$ cat config.mk
export PLATFORM = sky130hd
export DESIGN_NAME = slot_alloc8
export DESIGN_NICKNAME = d
export VERILOG_FILES = /design/src/rtl/slot_alloc8.sv
export SDC_FILE = /design/constraint.sdc
export NUM_CORES = 1
export LEC_CHECK = 0
export ABC_AREA = 1
export CORE_ASPECT_RATIO = 1.1
export CORE_MARGIN = 5
export CORE_UTILIZATION = 40
export CTS_CLUSTER_DIAMETER = 150
export DETAILED_ROUTE_END_ITERATION = 16
export GPL_TIMING_DRIVEN = 0
export MAX_ROUTING_LAYER = met4
export PLACE_DENSITY = 0.68
export SLEW_MARGIN = 15
export SYNTH_ARGS = -nofsm -noshare
export SYNTH_HDL_FRONTEND = slang
export SYNTH_SLANG_ARGS = --single-unit
$ cat constraint.sdc
create_clock -name clk -period 2.3 [get_ports clk]
set_input_delay 0.69 -clock clk [delete_from_list [all_inputs] [get_ports clk]]
set_output_delay 0.69 -clock clk [all_outputs]
set_load 0.005 [all_outputs]
$ cat src/rtl/slot_alloc8.sv
`default_nettype none
// ============================================================================
// Module   : slot_alloc8
// Purpose  : Eight-slot allocation bitmap: lowest-free grant, release, flush.
// Revision : 1.0
// ============================================================================
module slot_alloc8 (
  input  logic       clk,
  input  logic       rst,
  input  logic       alloc_req,
  output logic       alloc_gnt,
  output logic [2:0] alloc_id,
  input  logic       free_valid,
  input  logic [2:0] free_id,
  input  logic       flush,
  output logic [7:0] used,
  output logic       full,
  output logic       empty,
  output logic [3:0] count,
  output logic       err_dfree
);

  localparam int unsigned NUM_SLOTS = 8;

  logic [7:0] alloc_mask;
  logic [7:0] free_mask;
  logic       free_hit;
  logic       legal_free;
  logic       illegal_free;

  assign full  = &used;
  assign empty = ~|used;

  // Scan from the top so the lowest free index wins; defaults to 0 when full.
  always_comb begin
    alloc_id = 3'd0;
    for (int i = NUM_SLOTS - 1; i >= 0; i--) begin
      if (!used[i]) alloc_id = 3'(i);
    end
  end

  assign alloc_gnt    = alloc_req & ~full & ~flush;
  assign free_hit     = used[free_id];
  assign legal_free   = free_valid & free_hit;
  assign illegal_free = free_valid & ~free_hit & ~flush;

  assign alloc_mask = alloc_gnt  ? (8'h01 << alloc_id) : 8'h00;
  assign free_mask  = legal_free ? (8'h01 << free_id)  : 8'h00;

  always_ff @(posedge clk or posedge rst) begin
    if (rst) begin
      used      <= 8'h00;
      count     <= 4'd0;
      err_dfree <= 1'b0;
    end else if (flush) begin
      used      <= 8'h00;
      count     <= 4'd0;
      err_dfree <= 1'b0;
    end else begin
      used      <= (used & ~free_mask) | alloc_mask;
      count     <= count + {3'd0, alloc_gnt} - {3'd0, legal_free};
      err_dfree <= illegal_free;
    end
  end

endmodule
`default_nettype wire
==> impl_metrics.sql <==
INSERT INTO impl_metrics (metric_group, metric, value, unit) VALUES
('route', 'drc_errors', '0', ''),
('timing', 'timing.max_slew.rel_slack', '0.6674', ''),
('timing', 'drv_slew', '0', ''),
('worst_hold_path', 'hp-class', 'flip-flop to flip-flop', ''),
('final_layout', 'final_instance_count_without_filler_cells', '219', ''),
('cts', 'clock_insertion_delay_worst_skew', '0.28', 'ns'),
('worst_setup_path', 'type_of_origin_of_the_critical_path', 'input pin', ''),
('worst_setup_path', 'cp-end-kind', 'flip-flop', ''),
('final_layout', 'finalNetCount', '203', ''),
('yosys', 'yosys_most_used_dff', 'sky130_fd_sc_hd__dfrtp_1', ''),
('power_and_ir_drop', 'power_density', '415.3', 'nW/um^2'),
('worst_setup_path', 'critical_path_arrival', '2.47', 'ns'),
('floorplanning', 'fp.dieArea', '3563', 'um^2'),
('floorplanning', 'dieWidth', '57.37', 'um'),
('final_layout', 'areaGrowthSynthToFinish', '53.49', '%'),
('timing', 'finalHoldWorstSlack', '0.6321', 'ns'),
('final_layout', 'drive_above_1_share', '0.3492', ''),
('worst_setup_path', 'timing_worst_setup_path_type', 'input pin to flip-flop', ''),
('yosys', 'post_synthesis_sequential_area_ratio', '0.3295', ''),
('cts', 'cts-root-buf', 'sky130_fd_sc_hd__clkbuf_4', ''),
('timing', 'clock-skew-final', '0.005057', 'ns'),
('timing', 'tns', '0', 'ns'),
('power_and_ir_drop', 'power.static_leakage', '0.7292', 'nW'),
('yosys', 'yosys-top-cells-area', 'sky130_fd_sc_hd__dfrtp_1, sky130_fd_sc_hd__nand2_1, sky130_fd_sc_hd__inv_1, sky130_fd_sc_hd__nand4_1, sky130_fd_sc_hd__nor2_1', ''),
('yosys', 'synthArstFlopShare', '1.000', ''),
('cts', 'clk_path_buf_depth', '2', ''),
('yosys', 'postSynthRegisterBits', '13', ''),
('job', 'maxCapViolCount', '0', ''),
('timing', 'hold_viol_final', '0', ''),
('floorplanning', 'rows', '18', ''),
('timing', 'layout_worst_path_cycle_share', '0.9807', ''),
('cts', 'tritoncts.num_buffers', '3', ''),
('floorplanning', 'floorplan.io_pins', '27', ''),
('timing', 'transition_time_of_the_tightest_slew_check_pin', '0.4983', 'ns'),
('route', 'route.detailed.vias_per_inst', '5.242', ''),
('global_routing', 'grt_max_degree', '14', ''),
('cts', 'cts_hold_buffers', '0', ''),
('cts', 'path_clk_slew', '0.08', 'ns'),
('cts', 'cts_tree', 'yes', ''),
('final_layout', 'layout.cell_area.non_filler', '1515', 'um^2'),
('route', 'wirelength', '2957', 'um'),
('yosys', 'synth.net_count', '155', ''),
('timing', 'final_setup_violations', '0', ''),
('floorplanning', 'floorplan.initialDensity', '0.4297', ''),
('route', 'total_via_count_in_the_routed_design', '1148', ''),
('timing', 'grt_setup_unrepaired', 'true', ''),
('global_routing', 'grt_usage', '0.1665', ''),
('yosys', 'netlist_instances', '142', ''),
('route', 'drt_pass1_iterations', '4', ''),
('placed_design', 'dp_hpwl', '2057', 'um'),
('timing', 'maximum_clock_frequency', '443.3', 'MHz'),
('floorplanning', 'fp.dieH', '62.11', 'um'),
('placed_design', 'io_buffer_count', '23', ''),
('yosys', 'synth_largest_type_area_fraction', '0.3295', ''),
('placed_design', 'placedCellCount', '195', ''),
('yosys', 'synth.largest_area_cell', 'sky130_fd_sc_hd__dfrtp_1', ''),
('global_routing', 'grt_pass1_wl', '4719', 'um'),
('yosys', 'syn-mean-instance-area', '6.952', 'um^2'),
('global_routing', 'residual_overflow_from_global_routing', '0', ''),
('route', 'wl_per_cell', '13.50', 'um'),
('yosys', 'synth-warning-count', '0', ''),
('yosys', 'syn_area', '987.2', 'um^2'),
('global_routing', 'grt_pass1_vias', '1063', ''),
('yosys', 'number_of_enable_flip_flop_cells_after_synthesis', '0', ''),
('timing', 'post-route-min-period', '2.256', 'ns'),
('outcome', 'run_status', 'finished, final reports clean', ''),
('floorplanning', 'floorplan.core_area', '2297', 'um^2'),
('final_layout', 'antenna-diode-count', '0', ''),
('global_routing', 'antenna_found_initial', '0', ''),
('power_and_ir_drop', 'worst_ir_drop_on_vdd', '0.0005708', 'V'),
('cts', 'total_number_of_h_tree_levels', '1', ''),
('cts', 'clock_sink_count', '13', ''),
('route', 'ant_nets', '0', ''),
('placed_design', 'gp_routability_congestion', '0.9180', ''),
('worst_setup_path', 'critPathRequiredTime', '2.51', 'ns'),
('placed_design', 'detailed_place.area', '1282', 'um^2'),
('route', 'drt_iter0_markers', '34', ''),
('yosys', 'synth.distinct_cells', '25', ''),
('worst_setup_path', 'worstPathMaxFanout', '5', '');
synthesized netlist by cell type (all sizes together), types with 2 or more instances:
master,count
a21oi,9
buf,3
clkbuf,2
dfrtp,13
ha,4
inv,26
nand2,36
nand3,11
nand4,12
nor2,16
nor3,2
nor4,2
xnor2,2
worst max-delay path, cell delays in order:
cell	delay, ns
sky130_fd_sc_hd__buf_4	0.12
sky130_fd_sc_hd__inv_4	0.05
sky130_fd_sc_hd__nand2_4	0.08
sky130_fd_sc_hd__nor2_2	0.04
sky130_fd_sc_hd__nor2_2	0.13
sky130_fd_sc_hd__nand3_2	0.14
sky130_fd_sc_hd__nand2_4	0.09
sky130_fd_sc_hd__nor2_2	0.03
sky130_fd_sc_hd__ha_1	0.26
sky130_fd_sc_hd__inv_1	0.04
sky130_fd_sc_hd__ha_2	0.17
sky130_fd_sc_hd__fa_2	0.52
sky130_fd_sc_hd__inv_1	0.04
sky130_fd_sc_hd__nor2_2	0.06
per-stage QoR:
step	setup slack (ns)	utilization	total power [mW]
4_1_cts	-0.01921	0.6291	0.6198
3_3_place_gp	-0.7853	0.5583	0.4644
6_report	0.04442	0.6596	0.6293
2_1_floorplan	-0.09557	-	0.3905
5_1_grt	-0.04110	0.6596	0.6745
3_5_place_dp	-0.7916	0.5583	0.4693
report_power, final:
group	internal (mW)	total (mW)	switching, mW
Sequential	0.249	0.265	0.0167
Clock	0.0674	0.145	0.0773
Combinational	0.115	0.219	0.104
Total	0.431	0.629	0.198
state kept, by name, indices dropped and copies added (netlist names):
register and count:
err_dfree 1, count 4, used 8
layer usage:
| layer | GRT usage | vias up | wire length [um] |
|---|---|---|---|
| met4 | 0.07536 | 0 | 99 |
| met2 | 0.2754 | 46 | 1531 |
| met5 | - | - | 0 |
| met3 | 0.01860 | 11 | 161 |
| met1 | 0.1995 | 541 | 1164 |
| li1 | - | 550 | - |
cell usage in the layout, fill, tap and decap left out, types with 6 or more instances in the layout:
cell,count
sky130_fd_sc_hd__a21oi_1,8
sky130_fd_sc_hd__buf_4,20
sky130_fd_sc_hd__clkdlybuf4s50_1,15
sky130_fd_sc_hd__dfrtp_1,7
sky130_fd_sc_hd__dfrtp_2,6
sky130_fd_sc_hd__dlygate4sd2_1,6
sky130_fd_sc_hd__inv_1,19
sky130_fd_sc_hd__nand2_1,26
sky130_fd_sc_hd__nand2_2,8
sky130_fd_sc_hd__nand3_1,8
sky130_fd_sc_hd__nand4_1,12
sky130_fd_sc_hd__nor2_1,9
sky130_fd_sc_hd__nor2_2,6
area by class of cell:
class | instances | area, um^2
inverter | 26 | 102.6
fill | 214 | 782.0
tap | 30 | 37.54
buffer | 4 | 27.53
clock buffer | 4 | 26.28
sequential | 13 | 332.8
timing repair buffer | 44 | 380.4
multi-input combinational | 98 | 608.1
final timing paths:
path | startpoint | end | slack, ns | cells past startpoint
setup / recovery | free_id[1] | count[1]$_DFF_PP0_ | 0.04 | 14
hold / removal | used[5]$_DFF_PP0_ | used[5]$_DFF_PP0_ | 0.63 | 2
setup reg to reg | used[6]$_DFF_PP0_ | count[1]$_DFF_PP0_ | 0.10 | 13
hold reg to reg | used[5]$_DFF_PP0_ | used[5]$_DFF_PP0_ | 0.63 | 2
max in group asynchronous | rst | used[0]$_DFF_PP0_ | 1.21 | 2
min in group asynchronous | rst | count[0]$_DFF_PP0_ | 0.73 | 2
kinds of logic (layout without fill, tap and decap cells):
| kind of cell | count (synthesis) | after routing | share of synthesized area |
|---|---|---|---|
| and+or+nand+nor | 79 | 79 | 0.3840 |
| buffers and inverters | 31 | 78 | 0.1305 |
| DFF | 13 | 13 | 0.3295 |
| AOI/OAI and AO/OA | 11 | 11 | 0.05830 |
| adders and majority gates | 5 | 5 | 0.07098 |
| xor gates and xnor gates | 3 | 3 | 0.02662 |
repair_timing:
action / 4_1_cts / 5_1_grt
setup buffers: 15 / 6
pin swaps: 4 / 9
hold endpoints to repair: 0 / 0
gates resized for setup: 28 / 16
endpoints found under the setup margin: 10 / 6
(Power assumes the default switching activity.)
